`config.mk`:
```
export PLATFORM = sky130hd
export DESIGN_NAME = sram_2p_ctrl
export DESIGN_NICKNAME = d
export VERILOG_FILES = /design/src/rtl/sram_pkg.sv /design/src/rtl/sram_init_sweeper.sv /design/src/rtl/sram_2p_ctrl.sv
export SDC_FILE = /design/constraint.sdc
export NUM_CORES = 1
export LEC_CHECK = 0
export CORE_AREA = 2 2 142 144
export CTS_CLUSTER_DIAMETER = 120
export DETAILED_ROUTE_END_ITERATION = 8
export DIE_AREA = 0 0 144 146
export DONT_BUFFER_PORTS = 1
export GPL_ROUTABILITY_DRIVEN = 0
export GPL_TIMING_DRIVEN = 0
export SYNTH_ARGS = -nofsm -noshare
export SYNTH_HDL_FRONTEND = slang
export SYNTH_HIERARCHICAL = 1
export SYNTH_SLANG_ARGS = --single-unit
export TNS_END_PERCENT = 5
```
`constraint.sdc`:
```
create_clock -name clock -period 1.55 [get_ports clock]
set_input_delay 0.465 -clock clock [delete_from_list [all_inputs] [get_ports clock]]
set_output_delay 0.465 -clock clock [all_outputs]
set_load 0.02 [all_outputs]
```
`src/rtl/sram_pkg.sv`:
```
// Shared definitions for the 2-port SRAM requester-side controller.
package sram_pkg;

  localparam int SETS   = 256;
  localparam int ADDR_W = 8;
  localparam int DATA_W = 80;
  localparam int MASK_W = 4;
  localparam int LANE_W = DATA_W / MASK_W;

  typedef enum logic {
    INIT = 1'b0,
    RUN  = 1'b1
  } state_t;

  // Replace every lane of old_data whose mask bit is set with the lane from new_data.
  function automatic logic [DATA_W-1:0] lane_merge(
    input logic [DATA_W-1:0] old_data,
    input logic [DATA_W-1:0] new_data,
    input logic [MASK_W-1:0] mask
  );
    logic [DATA_W-1:0] result;
    result = old_data;
    for (int i = 0; i < MASK_W; i++) begin
      if (mask[i]) begin
        result[i*LANE_W +: LANE_W] = new_data[i*LANE_W +: LANE_W];
      end
    end
    return result;
  endfunction

endpackage

```
`src/rtl/sram_init_sweeper.sv`:
```
// Post-reset index sweep: steps through every SRAM entry once, then latches done.
module sram_init_sweeper
  import sram_pkg::*;
(
  input  logic              clock,
  input  logic              reset,
  output logic [ADDR_W-1:0] idx,
  output logic              active,
  output logic              done
);

  logic [ADDR_W-1:0] idx_reg;
  logic              done_reg;

  // Advance the index once per cycle until the last entry has been visited.
  always_ff @(posedge clock) begin
    if (reset) begin
      idx_reg  <= '0;
      done_reg <= 1'b0;
    end else if (!done_reg) begin
      idx_reg <= idx_reg + 1'b1;
      if (idx_reg == ADDR_W'(SETS - 1)) begin
        done_reg <= 1'b1;
      end
    end
  end

  assign idx    = idx_reg;
  assign active = !done_reg;
  assign done   = done_reg;

endmodule

```
`src/rtl/sram_2p_ctrl.sv`:
```
// Requester-side controller for a 2-port SRAM: zero sweep after reset, valid/ready
// request channels, 1-cycle read response with same-cycle write forwarding.
module sram_2p_ctrl
  import sram_pkg::*;
(
  input  logic              clock,
  input  logic              reset,
  input  logic              req_r_valid,
  output logic              req_r_ready,
  input  logic [ADDR_W-1:0] req_r_addr,
  output logic              resp_r_valid,
  output logic [DATA_W-1:0] resp_r_data,
  input  logic              req_w_valid,
  output logic              req_w_ready,
  input  logic [ADDR_W-1:0] req_w_addr,
  input  logic [DATA_W-1:0] req_w_data,
  input  logic [MASK_W-1:0] req_w_mask,
  output logic              init_done,
  output logic [ADDR_W-1:0] sram_r_addr,
  input  logic [DATA_W-1:0] sram_r_data,
  output logic              sram_w_en,
  output logic [ADDR_W-1:0] sram_w_addr,
  output logic [DATA_W-1:0] sram_w_data,
  output logic [MASK_W-1:0] sram_w_mask
);

  state_t            state_reg;
  state_t            state_next;

  logic [ADDR_W-1:0] sweep_idx;
  logic              sweep_active;
  logic              sweep_done;

  logic              r_fire;
  logic              w_fire;
  logic              hazard_next;

  logic              fire_reg;
  logic              hazard_reg;
  logic [DATA_W-1:0] wdata_reg;
  logic [MASK_W-1:0] wmask_reg;
  logic [DATA_W-1:0] hold_reg;
  logic [DATA_W-1:0] merged_data;

  sram_init_sweeper u_sweeper (
    .clock  (clock),
    .reset  (reset),
    .idx    (sweep_idx),
    .active (sweep_active),
    .done   (sweep_done)
  );

  // State register: reset always re-enters the zero sweep.
  always_ff @(posedge clock) begin
    if (reset) begin
      state_reg <= INIT;
    end else begin
      state_reg <= state_next;
    end
  end

  // Next state and SRAM port drive; everything is held quiet while reset is high.
  always_comb begin
    state_next  = state_reg;
    req_r_ready = 1'b0;
    req_w_ready = 1'b0;
    sram_r_addr = '0;
    sram_w_en   = 1'b0;
    sram_w_addr = '0;
    sram_w_data = '0;
    sram_w_mask = '0;
    if (!reset) begin
      case (state_reg)
        INIT: begin
          sram_w_en   = sweep_active;
          sram_w_addr = sweep_idx;
          sram_w_mask = '1;
          if (sweep_active && (sweep_idx == ADDR_W'(SETS - 1))) begin
            state_next = RUN;
          end
        end
        RUN: begin
          req_r_ready = 1'b1;
          req_w_ready = 1'b1;
          sram_r_addr = req_r_addr;
          sram_w_en   = req_w_valid;
          sram_w_addr = req_w_addr;
          sram_w_data = req_w_data;
          sram_w_mask = req_w_mask;
        end
        default: state_next = INIT;
      endcase
    end
  end

  assign r_fire      = req_r_valid && req_r_ready;
  assign w_fire      = req_w_valid && req_w_ready;
  assign hazard_next = r_fire && w_fire && (req_r_addr == req_w_addr);

  // Response pipeline: remember whether a read fired and whether its write twin collided.
  always_ff @(posedge clock) begin
    if (reset) begin
      fire_reg   <= 1'b0;
      hazard_reg <= 1'b0;
      wdata_reg  <= '0;
      wmask_reg  <= '0;
    end else begin
      fire_reg   <= r_fire;
      hazard_reg <= hazard_next;
      wdata_reg  <= req_w_data;
      wmask_reg  <= req_w_mask;
    end
  end

  // The SRAM returns stale lanes on a collision; patch in the lanes just written.
  assign merged_data = lane_merge(sram_r_data, wdata_reg, hazard_reg ? wmask_reg : '0);

  // Keep the last delivered word so the data bus is stable between responses.
  always_ff @(posedge clock) begin
    if (reset) begin
      hold_reg <= '0;
    end else if (fire_reg) begin
      hold_reg <= merged_data;
    end
  end

  assign resp_r_valid = fire_reg;
  assign resp_r_data  = fire_reg ? merged_data : hold_reg;
  assign init_done    = (state_reg == RUN) && sweep_done;

endmodule

```
# --- Yosys cells after proc, flatten, opt, wreduce, memory -nomap -nowiden ---
# Cells that the tools add are included.
op_classes:
  reduce_logical: 7
  bitwise: 1
  mux: 22
  add_sub_neg: 1
  eq_ne: 2
ops:
  columns: ["op", "n"]
  rows:
  - ["80-bit two-way mux", 3]
  - ["20-bit two-way mux", 4]
  - ["8-bit two-way mux", 3]
  - ["8-bit case mux with 2 select lines", 1]
  - ["8-bit by 1-bit adder with 8-bit output, second input constant", 1]
  - ["8-bit equality test", 1]
  - ["8-bit equality test, second input constant", 1]
  - ["4-bit two-way mux", 2]
  - ["4-bit case mux with 2 select lines", 1]
  - ["1-bit two-way mux", 7]
  - ["1-bit logical AND", 6]
  - ["1-bit case mux with 2 select lines", 1]
  - ["1-bit zero test", 1]
  - ["1-bit inverter", 1]
totals:
  input_bits: 184
  out_inout_bits: 185
  wordCells: 41
  regBits: 176

# --- Logic depth before layout (Yosys ltp) ---
# Gate-level depths: netlist (run 1).
depth:
  word_depth: 5
  depth_mapped: 5
  depth_no_buf: 4

# --- Modules after synthesis ---
# Netlist (run 1), hierarchy kept.
modules_own_cells:
  columns: ["mod", "cells_per_inst", "instances", "area_per_inst_um2", "seq_area_each_um2"]
  rows:
  - ["sram_2p_ctrl", 774, 1, 7279.5, 3343.2]
  - ["sram_init_sweeper", 43, 1, 420.4, 180.2]

# --- Worst setup path before layout (run 1) ---
# OpenSTA, ideal clock, no wires.
synth_timing:
  path_type: "input port to output port"
  from: "in reset"
  to: "out sram_w_mask[0]"
  path_stages: 5
  slack_ns: -0.260
  arrival_time_ns: 1.345
  t_required_ns: 1.085
  path_buffers: 4
  path_cell_list: "buf_6 -> buf_6 -> buf_6 -> buf_2 -> a21oi_1"
synth_between:
  elab_chain_cells: 1
synth_lines:
  columns: ["item", "line_no", "text"]
  rows:
  - ["start, declared", "sram_2p_ctrl.sv:7", "input logic reset,"]
  - ["4-bit two-way mux", "sram_2p_ctrl.sv:72", "if (!reset) begin"]
  - ["end, declared", "sram_2p_ctrl.sv:24", "output logic [MASK_W-1:0] sram_w_mask"]
# No other way between the ends.

# --- Final worst setup path (run 1) ---
layout_timing:
  from: "reg hazard_reg"
  to: "out resp_r_data[34]"
layout_between:
  elab_chain_cells: 3
layout_lines:
  columns: ["item", "line_no", "text"]
  rows:
  - ["start, declared", "sram_2p_ctrl.sv:39", "logic hazard_reg;"]
  - ["start signal, assigned", "sram_2p_ctrl.sv:109", "hazard_reg <= hazard_next;"]
  - ["4-bit two-way mux", "sram_2p_ctrl.sv:116", "assign merged_data = lane_merge(sram_r_data, wdata_reg, hazard_reg ? wmask_reg : '0);"]
  - ["20-bit two-way mux", "sram_pkg.sv:24", "if (mask[i]) begin"]
  - ["80-bit two-way mux", null, null]
  - ["end, declared", "sram_2p_ctrl.sv:12", "output logic [DATA_W-1:0] resp_r_data,"]
# No other way between the ends.

==> results of run 1 <==
==> metrics by stage <==
| stage | instances | hold slack [ps] | total power, uW |
|---|---|---|---|
| 4_1_cts | 1123 | 144 | 9670 |
| 3_5_place_dp | 1082 | 513 | 5280 |
| 6_report | 1126 | 164 | 9590 |
| 3_3_place_gp | 1082 | 504 | 5270 |
| 2_1_floorplan | 817 | 480 | 5170 |
| 5_1_grt | 1126 | 149 | 9920 |
==> cell usage after synthesis, types with 3 or more instances <==
library cell  number  area [um^2]
buf_8              8          120
inv_1              6         22.5
nor2_1           100          375
nor2b_1           82          513
nand2_2            4         25.0
clkbuf_1          23         86.3
mux2i_1           90          901
a21oi_1           85          425
xor2_1             4         35.0
xnor2_1            8         70.1
buf_2             30          150
a211oi_2           4         50.1
dfxtp_1          176         3520
a211oi_1          76          571
nand4_1            3         18.8
and2_1            90          563
buf_6              6         67.6
==> cells by family (layout without fill, tap and decap cells) <==
family	Yosys count	count (layout)	synth area share [%]
muxes	91	91	11.8
DFF	176	176	45.8
xor gates and xnor gates	12	12	1.36
adders and majority gates	1	1	0.162
AOI/OAI and AO/OA	170	170	14.1
and+or+nand+nor	292	292	20.8
buffers and inverters	75	119	6.00
==> where the power goes <==
part / total (uW) / switching [uW] / internal [uW]
Clock: 4230 / 1890 / 2340
Combinational: 634 / 341 / 293
Sequential: 4730 / 90.9 / 4640
==> final timing paths <==
check | startpoint | endpoint | cells after the start
min | req_r_valid | resp_r_valid$_SDFF_PP0_ | 1
min reg2reg | u_sweeper/idx[5]$_SDFFE_PP0N_ | u_sweeper/idx[5]$_SDFFE_PP0N_ | 2
max reg2reg | u_sweeper/idx[1]$_SDFFE_PP0N_ | u_sweeper/idx[6]$_SDFFE_PP0N_ | 3
max | hazard_reg$_SDFF_PP0_ | resp_r_data[34] | 4
==> layout by cell type (no fill, tap or decap), types with 3 or more instances in the layout <==
cell	n
mux2i_1	4
mux2i_4	47
nor2_4	9
nand4_1	3
buf_6	9
xor2_1	4
inv_6	4
buf_12	14
clkbuf_1	8
dfxtp_1	172
inv_1	6
and2_4	71
nor2_1	71
buf_4	6
a211oi_2	4
clkinv_4	3
nor2b_1	75
nor2b_4	5
clkbuf_16	31
buf_2	18
buf_8	10
a211oi_1	76
nor2_2	20
xnor2_1	8
a21oi_4	84
mux2i_2	39
and2_2	18
dfxtp_4	3
==> repair_timing <==
item                                   CTS  global route
endpoints found under the hold margin    0             0
setup buffers                            5             0
pin swaps                               43            24
gates resized for setup                372            51
setup endpoints to repair              184           185
gates cloned                             4             3
==> layout make-up <==
cell class | instances | area share [%]
multi-input combinational | 566 | 50.9
sequential | 176 | 31.1
buffer | 69 | 7.92
clock buffer | 20 | 4.02
tap | 265 | 2.92
timing repair buffer | 12 | 1.82
clock inverter | 12 | 1.08
inverter | 6 | 0.198
==> per-layer routing <==
metal  share of wire, %  up-vias  wire [um]  GRT usage (%)
met4                2.1        0        504           7.70
met2                 53      240      12800           41.5
met3                6.3       36       1540           6.12
met1                 39     2906       9530           25.6
li1                   -     2879          -              -
met5                  0        -          0              0
==> impl_metrics.py, run 1 <==
metrics = {
    "sta": {
        "skew_ps": 9.35,
        "rsz0062_at_grt": "true",
        "drv_slew": 0,
        "final.min_clock_period_ps": 2070,
        "fmax_ghz": 0.484,
        "worst_pin_slew_ps": 484,
        "setup-violations-final": 184,
        "final.setup.worst_slack_ps": -518,
        "hold_violations": 0,
        "tns_ps": -69350,
        "min_period_over_period_pct": 133,
        "maxSlewHeadroom_pct": 67.7,
    },
    "outcome": {
        "status": "finished, violations left",
        "failed_checks": "negative setup slack",
    },
    "logic_synthesis": {
        "synth_cell_types": 34,
        "synth_flop_cell": "dfxtp_1",
        "syn_area_per_cell_um2": 9.42,
        "synth_enable_flop_cells": 0,
        "syn_nets": 1002,
        "synth_area_um2": 7700,
        "ys_ff_latch": 176,
        "synth-async-reset-ratio_pct": 0,
        "syn_inst": 817,
        "yosys_warnings": 6,
        "ys_seq_area_share_pct": 45.8,
    },
    "worst_setup_path": {
        "reg2reg_slack_ps": 80,
        "cpMaxStageDelayCell": "dfxtp_4",
        "cp.arrival_ps": 1600,
        "path_cells": "nand2_2 -> buf_8 -> mux2i_2 -> a21oi_4",
        "cp.required_ps": 1080,
        "cp_num_buf_inv": 1,
        "worstPathMaxFanout": 10,
        "crit_family": "flip-flops",
        "cpPeakStageDelay_ps": 400,
        "end_kind": "output port",
        "criticalPathCategory": "reg2out",
        "startpoint_type": "flop",
    },
    "cells_and_area": {
        "final_cell_area_um2": 11400,
        "nets": 1033,
        "fill_cells": 1577,
        "seqCellArea_um2": 3540,
        "area_growth_pct": 47.5,
        "drive_above_1_share_pct": 48.3,
        "diodes": 0,
        "multi_input_area_um2": 5780,
        "fin_util_pct": 58.7,
    },
    "placement": {
        "post_dp_cell_area_um2": 8930,
        "io_buffers": 0,
        "place_ws_ps": -575,
        "dp_hpwl_um": 17800,
    },
    "cts": {
        "cts_tree": "done",
        "cts_made_buffers": 17,
        "cts_hold_buf": 0,
        "cts_root_buffer": "clkbuf_16",
        "clock_sinks": 176,
        "clock_latency_ps": 430,
        "clockBufferDepth": 2,
        "path_clk_slew_ps": 70,
        "htreeDepth": 4,
    },
    "floorplanning": {
        "rows": 51,
        "io_pins": 369,
        "start_util_pct": 39.8,
        "core_um2": 19300,
        "die_x_um": 144,
        "die_h_um": 146,
        "dieArea_um2": 21000,
    },
    "detailed_routing": {
        "drt_iter0_drc": 187,
        "ant_nets": 0,
        "drc": 0,
        "via_per_inst": 5.38,
        "drt_wl_total_um": 24400,
        "via_count": 6061,
        "wl_per_cell_um": 21.7,
        "first_pass_iters": 4,
    },
    "grt": {
        "antenna_found_initial": 0,
        "grt_pass1_wl_um": 36500,
        "grt_pass1_vias": 6332,
        "grt-ovfl-total": 0,
        "grt_max_degree": 17,
        "grt_usage_pct": 22.9,
    },
    "worst_hold_path": {
        "hp-class": "in2reg",
    },
    "power_and_ir_drop": {
        "p_leak_uw": 0.00395,
        "powerDensity_nw_per_um2": 845,
        "vdd_ir_drop_max_uv": 704,
    },
    "flow_run": {
        "maxCapViolCount": 0,
    },
}
No activity file was read; power rests on OpenSTA's default activity.
==> run 2, diff against run 1 <==
Settings changed: CORE_AREA 2 2 142 144 to 2 2 143 145, DIE_AREA 0 0 144 146 to 0 0 145 147.
Clock period 1.55 ns to 2.4 ns, I/O delays scaled along.
==> run 2 against run 1 <==
Power shrank 35%. First-iteration DRC count increased by 21%. Sequential share of layout area grew 4.4 points. Clock skew shrank 0.97 ps. Hold slack better by 270 ps. Final area decreased by 13%. Sequential power down 36%. Flip-flop and latch count stayed put. Via count is 0.79% lower. The run now ends clean.
==> impl_metrics.py, run 2 (same netlist as run 1, synthesis figures left out) <==
metrics = {
    "sta": {
        "worst_pin_slew_ps": 495,
        "setup-violations-final": 0,
        "final.min_clock_period_ps": 2380,
        "maxSlewHeadroom_pct": 67.0,
        "min_period_over_period_pct": 99.1,
        "holdWs_ps": 432,
        "skew_ps": 8.37,
        "fmax_ghz": 0.420,
        "rsz0062_at_grt": "true",
        "hold_violations": 0,
        "tns_ps": 0,
        "drv_slew": 0,
    },
    "placement": {
        "dp_hpwl_um": 16700,
        "io_buffers": 0,
        "place_inst": 1087,
        "post_dp_cell_area_um2": 8040,
    },
    "detailed_routing": {
        "drt_iter0_drc": 227,
        "ant_nets": 0,
        "via_per_inst": 5.39,
        "drc": 0,
        "wl_per_cell_um": 20.9,
        "drt_wl_total_um": 23300,
        "via_count": 6013,
        "first_pass_iters": 4,
    },
    "cts": {
        "cts_made_buffers": 17,
        "clock_sinks": 176,
        "clock_latency_ps": 420,
        "cts_tree": "done",
        "cts_hold_buf": 0,
        "path_clk_slew_ps": 60,
        "clockBufferDepth": 2,
        "cts_root_buffer": "clkbuf_16",
        "htreeDepth": 4,
    },
    "cells_and_area": {
        "mostFrequentLayoutCells": "dfxtp_1 (174), nor2_1 (91), a21oi_4 (81), nor2b_1 (80), a211oi_1 (76)",
        "fill_cells": 1837,
        "diodes": 0,
        "mostFrequentLayoutCell": "dfxtp_1",
        "drive_above_1_share_pct": 33.3,
        "seqCellArea_um2": 3530,
        "nets": 1021,
        "instances_no_fill": 1116,
        "area_growth_pct": 29.0,
        "multi_input_area_um2": 4870,
        "final_cell_area_um2": 9930,
    },
    "power_and_ir_drop": {
        "powerDensity_nw_per_um2": 624,
        "total_power_uw": 6190,
        "vdd_ir_drop_max_uv": 390,
        "p_leak_uw": 0.00378,
    },
    "worst_setup_path": {
        "crit_family": "buffers and inverters",
        "critical_path.most_common_cell": "buf_6",
        "worstPathMaxFanout": 10,
        "cpMaxStageDelayCell": "a21oi_2",
        "cpPeakStageDelay_ps": 290,
        "end_kind": "output port",
        "cp.arrival_ps": 1660,
        "path_cells": "buf_6 -> buf_6 -> buf_6 -> clkbuf_4 -> a21oi_2",
        "cp_num_buf_inv": 4,
        "cp.required_ps": 1680,
        "startpoint_type": "input port",
        "criticalPathCategory": "in2out",
    },
    "floorplanning": {
        "core_um2": 19800,
        "rows": 52,
        "die_x_um": 145,
        "start_util_pct": 38.8,
        "io_pins": 369,
        "die_h_um": 147,
        "dieArea_um2": 21300,
    },
    "grt": {
        "grt_pass1_vias": 5832,
        "grt_usage_pct": 20.3,
        "grt-ovfl-total": 0,
        "antenna_found_initial": 0,
        "grt_max_degree": 17,
        "grt_pass1_wl_um": 33700,
    },
    "outcome": {
        "status": "finished clean",
    },
    "worst_hold_path": {
        "hp-class": "in2reg",
    },
    "flow_run": {
        "maxCapViolCount": 0,
    },
}
-- run 2: final cells by class --
class	count	area share (%)
Sequential cell	176	35.6
Tap cell	270	3.40
Inverter	6	0.227
Buffer	69	5.76
Multi-Input combinational cell	566	49.0
Clock buffer	20	4.70
Clock inverter	9	1.36
-- run 2: metal layers --
metal  share of wire, %  global-route usage [%]
met5                  0                       0
met3                6.4                    6.21
met4                1.3                    6.24
met2                 50                    34.2
met1                 42                    24.9
-- run 2: worst paths after layout --
kind                                       from                             to  slack [ps]  depth (start not counted)
setup reg to reg  u_sweeper/idx[0]$_SDFFE_PP0N_  u_sweeper/idx[6]$_SDFFE_PP0N_         940                          3
setup / recovery                          reset                 sram_w_mask[0]          20                          5
hold reg to reg   u_sweeper/idx[5]$_SDFFE_PP0N_  u_sweeper/idx[5]$_SDFFE_PP0N_         530                          2
hold / removal                      req_w_valid          hazard_reg$_SDFF_PP0_         430                          2
-- run 2: metrics by stage --
stage	utilization [%]	setup slack (ps)
finish	50.0	20.5
global route	50.0	-50.0
CTS	46.3	-135
detailed placement	40.5	-227
global placement	40.5	-243
floorplan	-	80.0
-- run 2: timing repair --
| item | 4_1_cts | 5_1_grt |
|---|---|---|
| gates cloned | 0 | 0 |
| setup buffers | 0 | 0 |
| endpoints found under the setup margin | 153 | 137 |
| resized for setup | 146 | 181 |
| pin swaps | 0 | 1 |
-- run 2: power breakdown --
group          internal, uW  switching (uW)
logic                   118             212
registers              3000            35.0
clock network          1710            1120
total                  4820            1370
